`src/rtl/abstract_cmd_sequencer.sv`:
```
// Abstract-command sequencer: validates Access Register commands, runs the register transfer
// over a req/gnt/rvalid port, optionally post-increments regno and triggers program-buffer
// execution. Owns cmdbusy and the sticky cmderr field.
module abstract_cmd_sequencer #(
    parameter int unsigned XLEN            = 32,
    parameter int unsigned MaxAar          = 3,
    parameter bit          SupportPostIncr = 1'b1
) (
    input  logic            clk_i,
    input  logic            rst_ni,
    input  logic            cmd_valid_i,
    input  logic [31:0]     cmd_i,
    input  logic            halted_i,
    input  logic [XLEN-1:0] arg_i,
    output logic            arg_we_o,
    output logic [XLEN-1:0] arg_o,
    output logic            reg_req_o,
    output logic            reg_we_o,
    output logic [15:0]     reg_addr_o,
    output logic [XLEN-1:0] reg_wdata_o,
    input  logic            reg_gnt_i,
    input  logic            reg_rvalid_i,
    input  logic [XLEN-1:0] reg_rdata_i,
    input  logic            reg_err_i,
    output logic            exec_req_o,
    input  logic            exec_done_i,
    input  logic            exec_exc_i,
    output logic            regno_upd_o,
    output logic [15:0]     regno_o,
    output logic            cmdbusy_o,
    output logic [2:0]      cmderr_o,
    input  logic [2:0]      cmderr_clr_i
);

    localparam logic [7:0] CmdAccessReg = 8'd0;

    localparam logic [2:0] ErrNone   = 3'd0;
    localparam logic [2:0] ErrBusy   = 3'd1;
    localparam logic [2:0] ErrNotSup = 3'd2;
    localparam logic [2:0] ErrExc    = 3'd3;
    localparam logic [2:0] ErrHalt   = 3'd4;

    typedef enum logic [1:0] {StIdle, StReq, StResp, StExec} state_e;

    // Keep only the low 2^size bytes of a register value, zero-extended.
    function automatic logic [XLEN-1:0] size_mask(input logic [XLEN-1:0] val,
                                                  input logic [2:0]      size);
        logic [XLEN-1:0] mask;
        mask = '1;
        case (size)
            3'd0:    mask = XLEN'(8'hFF);
            3'd1:    mask = XLEN'(16'hFFFF);
            3'd2:    mask = XLEN'(32'hFFFF_FFFF);
            default: mask = '1;
        endcase
        return val & mask;
    endfunction

    state_e          r_state;
    state_e          w_state_next;
    logic [2:0]      r_cmderr;
    logic [2:0]      w_cmderr_next;
    logic [2:0]      w_set_err;
    logic            w_capture;
    logic            w_arg_we;
    logic            w_regno_upd;
    logic            w_exec_entry;

    logic [2:0]      r_size;
    logic            r_postincr;
    logic            r_postexec;
    logic            r_write;
    logic [15:0]     r_regno;
    logic [XLEN-1:0] r_wdata;
    logic            r_arg_we;
    logic [XLEN-1:0] r_arg;
    logic            r_regno_upd;
    logic [15:0]     r_regno_out;
    logic            r_exec_req;

    logic [7:0]      w_cmdtype;
    logic [2:0]      w_aarsize;
    logic            w_postincr;
    logic            w_postexec;
    logic            w_transfer;
    logic            w_write;
    logic [15:0]     w_regno;
    logic            w_unused_cmd;

    assign w_cmdtype    = cmd_i[31:24];
    assign w_aarsize    = cmd_i[22:20];
    assign w_postincr   = cmd_i[19];
    assign w_postexec   = cmd_i[18];
    assign w_transfer   = cmd_i[17];
    assign w_write      = cmd_i[16];
    assign w_regno      = cmd_i[15:0];
    assign w_unused_cmd = cmd_i[23];

    // Next-state decode: command validation, transfer sequencing and error reporting.
    always_comb begin
        w_state_next = r_state;
        w_set_err    = ErrNone;
        w_capture    = 1'b0;
        w_arg_we     = 1'b0;
        w_regno_upd  = 1'b0;
        w_exec_entry = 1'b0;

        // A command arriving while one runs is flagged but does not disturb it.
        if (cmd_valid_i && (r_state != StIdle) && (r_cmderr == ErrNone)) begin
            w_set_err = ErrBusy;
        end

        unique case (r_state)
            StIdle: begin
                if (cmd_valid_i && (r_cmderr == ErrNone)) begin
                    if (w_cmdtype != CmdAccessReg) begin
                        w_set_err = ErrNotSup;
                    end else if (32'(w_aarsize) >= MaxAar) begin
                        w_set_err = ErrNotSup;
                    end else if (w_postincr && (SupportPostIncr == 1'b0)) begin
                        w_set_err = ErrNotSup;
                    end else if (w_transfer && (w_regno[15:14] != 2'b00)) begin
                        w_set_err = ErrNotSup;
                    end else if (!halted_i) begin
                        w_set_err = ErrHalt;
                    end else begin
                        w_capture = 1'b1;
                        if (w_transfer) begin
                            w_state_next = StReq;
                        end else if (w_postexec) begin
                            w_state_next = StExec;
                            w_exec_entry = 1'b1;
                        end
                    end
                end
            end
            StReq: begin
                if (reg_gnt_i) begin
                    w_state_next = StResp;
                end
            end
            StResp: begin
                if (reg_rvalid_i) begin
                    if (reg_err_i) begin
                        w_set_err    = ErrExc;
                        w_state_next = StIdle;
                    end else begin
                        w_arg_we    = !r_write;
                        w_regno_upd = r_postincr;
                        if (r_postexec) begin
                            w_state_next = StExec;
                            w_exec_entry = 1'b1;
                        end else begin
                            w_state_next = StIdle;
                        end
                    end
                end
            end
            StExec: begin
                // Done is ignored during the request pulse cycle itself.
                if (!r_exec_req && exec_done_i) begin
                    if (exec_exc_i) begin
                        w_set_err = ErrExc;
                    end
                    w_state_next = StIdle;
                end
            end
            default: w_state_next = StIdle;
        endcase

        // A freshly raised error takes precedence over a simultaneous W1C clear.
        w_cmderr_next = (w_set_err != ErrNone) ? w_set_err : (r_cmderr & ~cmderr_clr_i);
    end

    // State, sticky error and single-cycle pulse registers.
    always_ff @(posedge clk_i or negedge rst_ni) begin
        if (!rst_ni) begin
            r_state     <= StIdle;
            r_cmderr    <= ErrNone;
            r_arg_we    <= 1'b0;
            r_regno_upd <= 1'b0;
            r_exec_req  <= 1'b0;
        end else begin
            r_state     <= w_state_next;
            r_cmderr    <= w_cmderr_next;
            r_arg_we    <= w_arg_we;
            r_regno_upd <= w_regno_upd;
            r_exec_req  <= w_exec_entry;
        end
    end

    // Capture the command fields and write data so the request stays stable while pending.
    always_ff @(posedge clk_i or negedge rst_ni) begin
        if (!rst_ni) begin
            r_size     <= 3'd0;
            r_postincr <= 1'b0;
            r_postexec <= 1'b0;
            r_write    <= 1'b0;
            r_regno    <= 16'd0;
            r_wdata    <= '0;
        end else if (w_capture) begin
            r_size     <= w_aarsize;
            r_postincr <= w_postincr;
            r_postexec <= w_postexec;
            r_write    <= w_write;
            r_regno    <= w_regno;
            r_wdata    <= size_mask(arg_i, w_aarsize);
        end
    end

    // Response data: read-back value and the incremented regno (wraps at 16 bits).
    always_ff @(posedge clk_i or negedge rst_ni) begin
        if (!rst_ni) begin
            r_arg       <= '0;
            r_regno_out <= 16'd0;
        end else begin
            if (w_arg_we) begin
                r_arg <= size_mask(reg_rdata_i, r_size);
            end
            if (w_regno_upd) begin
                r_regno_out <= r_regno + 16'd1;
            end
        end
    end

    assign reg_req_o   = (r_state == StReq);
    assign reg_we_o    = r_write;
    assign reg_addr_o  = r_regno;
    assign reg_wdata_o = r_wdata;
    assign arg_we_o    = r_arg_we;
    assign arg_o       = r_arg;
    assign regno_upd_o = r_regno_upd;
    assign regno_o     = r_regno_out;
    assign exec_req_o  = r_exec_req;
    assign cmdbusy_o   = (r_state != StIdle);
    assign cmderr_o    = r_cmderr;

endmodule

```
`config.mk`:
```
export PLATFORM = sky130hd
export DESIGN_NAME = abstract_cmd_sequencer
export DESIGN_NICKNAME = d
export VERILOG_FILES = /design/src/rtl/abstract_cmd_sequencer.sv
export SDC_FILE = /design/constraint.sdc
export NUM_CORES = 1
export LEC_CHECK = 0
export BUFFER_PORTS_ARGS = -buffer_cell sky130_fd_sc_hd__buf_2
export CAP_MARGIN = 15
export CORE_UTILIZATION = 43
export DETAILED_ROUTE_END_ITERATION = 8
export PLACE_DENSITY = 0.73
export SYNTH_ARGS = -nofsm -noshare
export SYNTH_HDL_FRONTEND = slang
export SYNTH_SLANG_ARGS = --single-unit
```
`constraint.sdc`:
```
create_clock -name clk_i -period 3.2 [get_ports clk_i]
set_input_delay 0.64 -clock clk_i [delete_from_list [all_inputs] [get_ports clk_i]]
set_output_delay 0.64 -clock clk_i [all_outputs]
set_load 0.05 [all_outputs]
```
==> results.txt <==
----------------------------------------------------
[Route]
  Uppermost routed layer ... met4
  Sum of met3 wire segment lengths after detailed routing ... 719 microns
  Metal2 WL ... roughly 5300 microns
  Routed met1 length ... around 5300 microns
  Total DRC errors in the routed layout ... 0
  Per-cell via count in the routed design ... approximately 4.9
  Via count ... about 3900
  Number of routed nets with antenna violations ... 0
  First drt pass iteration count ... 4
  Total detailed-routing wirelength ... 11500 microns
  Initial DRC count ... ~280
  Detailed-route wire length per cell ... ~15 microns

[CTS]
  Number of clock sinks ... 110
  CTS buffer count ... 9
  Buffers inserted during post-CTS setup optimization ... 0
  Buffer cell driving the clock tree root ... sky130_fd_sc_hd__clkbuf_16
  Clock tree from TritonCTS ... done
  PostCTS Resize Cnt ... 0
  Worst-skew pair later-pin latency ... 0.34 ns
  Clock transition at the registers of the reported paths ... ~0.070 ns
  Number of H-tree branching levels ... 3
  Hold-fix buffer count after cts ... 0
  Max Buffers Root-to-Sink ... 2

[STA]
  Shortest period the worst path allows ... 2.31 ns
  Final number of max-transition violations ... 0
  Period utilisation layout ... just over 70%
  Worst slew margin relative to its limit ... 49.7%
  Final setup violating endpoints ... 0
  Maximum frequency from static timing analysis ... around 430 MHz
  Measured slew at the worst slew-check pin ... about 0.75 ns
  Total count of hold-check failures in the final report ... 0
  Clock Skew ... 0.00617 ns
  Summed negative setup slack over all endpoints ... 0 ns
  Min setup slack post-route ... ~0.89 ns
  Unrepaired setup endpoints after global routing ... no

[Setup path]
  Last element of the critical path ... reg_we_o
  CP endpoint kind ... flop
  Data required time at the worst endpoint ... 3.42 ns
  Worst path depth ... 6
  Endpoint of the worst-slack reg-to-reg timing path ... reg_we_o
  Largest delay share family, worst path ... simple AND/OR/NAND/NOR gates
  Cell with the largest stage delay on the worst path ... sky130_fd_sc_hd__or4_1
  Worst reg2reg setup slack ... ~0.90 ns
  Buffers plus inverters on the worst setup path ... 2
  Depth of the worst register-to-register path ... 5
  List of cells traversed by the critical path ... buf_2 -> or4_1 -> and3b_1 -> and4_4 -> buf_4 -> mux2_4
  Startpoint Class ... primary input
  Largest stage delay, worst path ... between 0.5 and 0.6 ns
  Arrival @ worst endpoint ... around 2.5 ns
  Startpoint of the worst-slack reg-to-reg timing path ... cmderr_o[0]
  Category of the critical setup timing path ... in -> reg
  Critical path origin ... cmd_i[26]
  Maximum fanout encountered on the critical timing path ... 24

[Yosys]
  Library cell with the largest summed area after synthesis ... sky130_fd_sc_hd__dfrtp_1
  Yosys cell types ... 44
  Count of mapped cells out of synthesis ... ~430
  Share of flip-flops with an asynchronous set or reset ... 100%
  Mux share of post-synthesis cell area ... ~16%
  Dominant combinational cell family by area after synthesis ... simple AND/OR/NAND/NOR gates
  Sequential-to-total area share from yosys stat ... a little over half
  Xor/xnor share of the synthesized area ... roughly 2.3%
  Top-area cell type share of the netlist area ... a little over half
  Post-synthesis average cell area ... approximately 12 sq um
  Synthesized cell area ... ~5000 sq um
  Post-synth EDFFs ... 0
  Ys Warns ... 0
  Complex-gate fraction of the synthesized area ... ~3.9%
  Dominant register cell in the synthesized netlist ... sky130_fd_sc_hd__dfrtp_1
  Biggest area contributors in the synthesized netlist ... sky130_fd_sc_hd__dfrtp_1, sky130_fd_sc_hd__mux2_4, sky130_fd_sc_hd__nand2_1, sky130_fd_sc_hd__nor2b_1, sky130_fd_sc_hd__nand3_1
  Post-Synth Adder-Cell Area ... less than 1%
  Number of synthesized register bits ... 110
  Fraction of the mapped netlist area in simple logic gates ... a little under a fifth
  Mapped Nets ... between 500 and 600

[Global route]
  Overall fraction of global-route tracks in use ... between 10% and 20%
  Via count of the first global-routing pass ... about 3700
  Number of antenna violations at the first check in global routing ... 1
  Total congestion overflow after global routing ... 0
  Largest net degree at the start of global routing ... 57
  Global-route wire length before repair ... ~18000 microns

[Floorplan]
  Y dimension of the die ... roughly 110 microns
  Floorplan die width ... around 110 microns
  Area enclosed by the die boundary ... 12100 sq um
  Row count ... 39
  Starting density of the core ... between 40 and 50%
  Ports ... ~210
  Area of the core ... 11400 sq um

[Pwr]
  Power density relative to cell area ... 423 nW/um^2
  Peak supply drop ... between 0.2 and 0.3 mV
  Leakage power summed over all cells ... approximately 3.6 nW
  Power consumption ... around 0.0027 W

[Finish]
  Total of fill cells in the finished design ... between 900 and 1000
  Fraction of final layout cells sized beyond drive strength 1 ... roughly 46%
  Post-layout net count ... between 700 and 800
  Post-Layout Inst Area ... 6430 sq um
  Layout overhead on the synthesized area ... 28.4%

[Place]
  Number of buffers inserted by port buffering ... about 210
  Setup slack after placement ... around 0.53 ns
  Global placer's final weighted congestion ... between 0.8 and 0.9
  Dpl hpwl ... 8390 microns
  Area of placed instances ... roughly 6200 sq um

[Status]
  Outcome ... completed

[Flow run]
  Max-capacitance violation count ... 0

[Hold path]
  Hold WC Path Type ... in -> async

----------------------------------------------------
-- registers in the layout, indices dropped and copies added, names as in the netlist, 2 cells and up --
| register | cells |
|---|---|
| regno_o | 16 |
| r_size | 3 |
| arg_o | 32 |
| reg_addr_o | 16 |
| r_state | 2 |
| reg_wdata_o | 32 |
| cmderr_o | 3 |
-- power by group --
part	leakage, nW	switching [W]	internal (W)
clock network	0.131	0.000475	0.000565
registers	1.53	0.0000144	0.00141
logic	1.96	0.000163	0.0000950
total	3.62	0.000653	0.00207
-- cell usage in the layout (no fill, tap or decap), types with 9 or more instances in the layout --
cell,count
sky130_fd_sc_hd__buf_2,210
sky130_fd_sc_hd__clkbuf_16,9
sky130_fd_sc_hd__dfrtp_1,110
sky130_fd_sc_hd__inv_1,9
sky130_fd_sc_hd__mux2_4,49
sky130_fd_sc_hd__nand2_1,93
sky130_fd_sc_hd__nand3_1,29
sky130_fd_sc_hd__nor2_1,9
sky130_fd_sc_hd__nor2b_1,25
sky130_fd_sc_hd__o21ai_0,17
-- per-stage QoR --
| step | instances | util, % | hold slack (ns) |
|---|---|---|---|
| after global placement | 769 | 54.1 | 0.445 |
| final | 785 | 56.6 | 0.355 |
| after detailed placement | 769 | 54.1 | 0.452 |
| after floorplan | 431 | - | 0.344 |
| after CTS | 784 | 56.6 | 0.385 |
| after global routing | 785 | 56.6 | 0.400 |
-- synth_stat cells, drive strengths merged, types with 2 or more instances --
| cell type | n |
|---|---|
| a211oi | 2 |
| a31oi | 3 |
| and3 | 3 |
| and3b | 2 |
| and4 | 4 |
| buf | 12 |
| clkbuf | 11 |
| dfrtp | 110 |
| inv | 9 |
| mux2 | 54 |
| nand2 | 93 |
| nand2b | 2 |
| nand3 | 29 |
| nand4 | 6 |
| nor2 | 9 |
| nor2b | 25 |
| nor3 | 5 |
| nor4 | 2 |
| o21ai | 17 |
| or2 | 2 |
| or4 | 2 |
| xnor2 | 7 |
| xor2 | 6 |
-- per-layer routing --
metal	up-vias	global-route usage, %
met5	-	0
met4	0	9.05
met3	16	3.85
met2	156	29.9
met1	1831	26.0
li1	1877	-
-- cells by family (layout without fill, tap and decap cells) --
group / count (synthesis) / count (layout)
xor gates and xnor gates: 13 / 13
other: 0 / 1
DFF: 110 / 110
buffers and inverters: 32 / 242
AOI/OAI and AO/OA: 31 / 31
muxes: 55 / 55
adders and majority gates: 1 / 1
and+or+nand+nor: 189 / 189
-- worst register-to-register path, stage by stage, from the launching register on --
cell and delay (ns):
sky130_fd_sc_hd__dfrtp_1 0.40, sky130_fd_sc_hd__or4b_4 0.58, sky130_fd_sc_hd__nor3_2 0.17, sky130_fd_sc_hd__and4_4 0.27, sky130_fd_sc_hd__buf_4 0.41, sky130_fd_sc_hd__mux2_4 0.36
-- layout make-up --
| cell class | instances | area, sq um | area share (%) |
|---|---|---|---|
| Sequential cell | 110 | 2750 | 42.8 |
| Multi-Input combinational cell | 289 | 2050 | 31.9 |
| Timing Repair Buffer | 218 | 1140 | 17.7 |
| Clock buffer | 12 | 256 | 3.99 |
| Tap cell | 143 | 179 | 2.78 |
| Inverter | 9 | 33.8 | 0.525 |
| Clock inverter | 3 | 20.0 | 0.311 |
| Antenna cell | 1 | 2.50 | 0.0389 |
-- worst min-delay path by stage --
stage	slack [ns]	startpoint	depth (start not counted)	to
global placement	0.44	arg_o[25]	2	arg_o[25]
finish	0.35	rst_ni	1	reg_addr_o[8]
floorplan	0.34	rst_ni	0	arg_o[0]
CTS	0.39	rst_ni	1	reg_addr_o[8]
global route	0.40	rst_ni	1	reg_addr_o[8]
detailed placement	0.45	arg_o[25]	2	arg_o[25]
(Power assumes the default switching activity.)
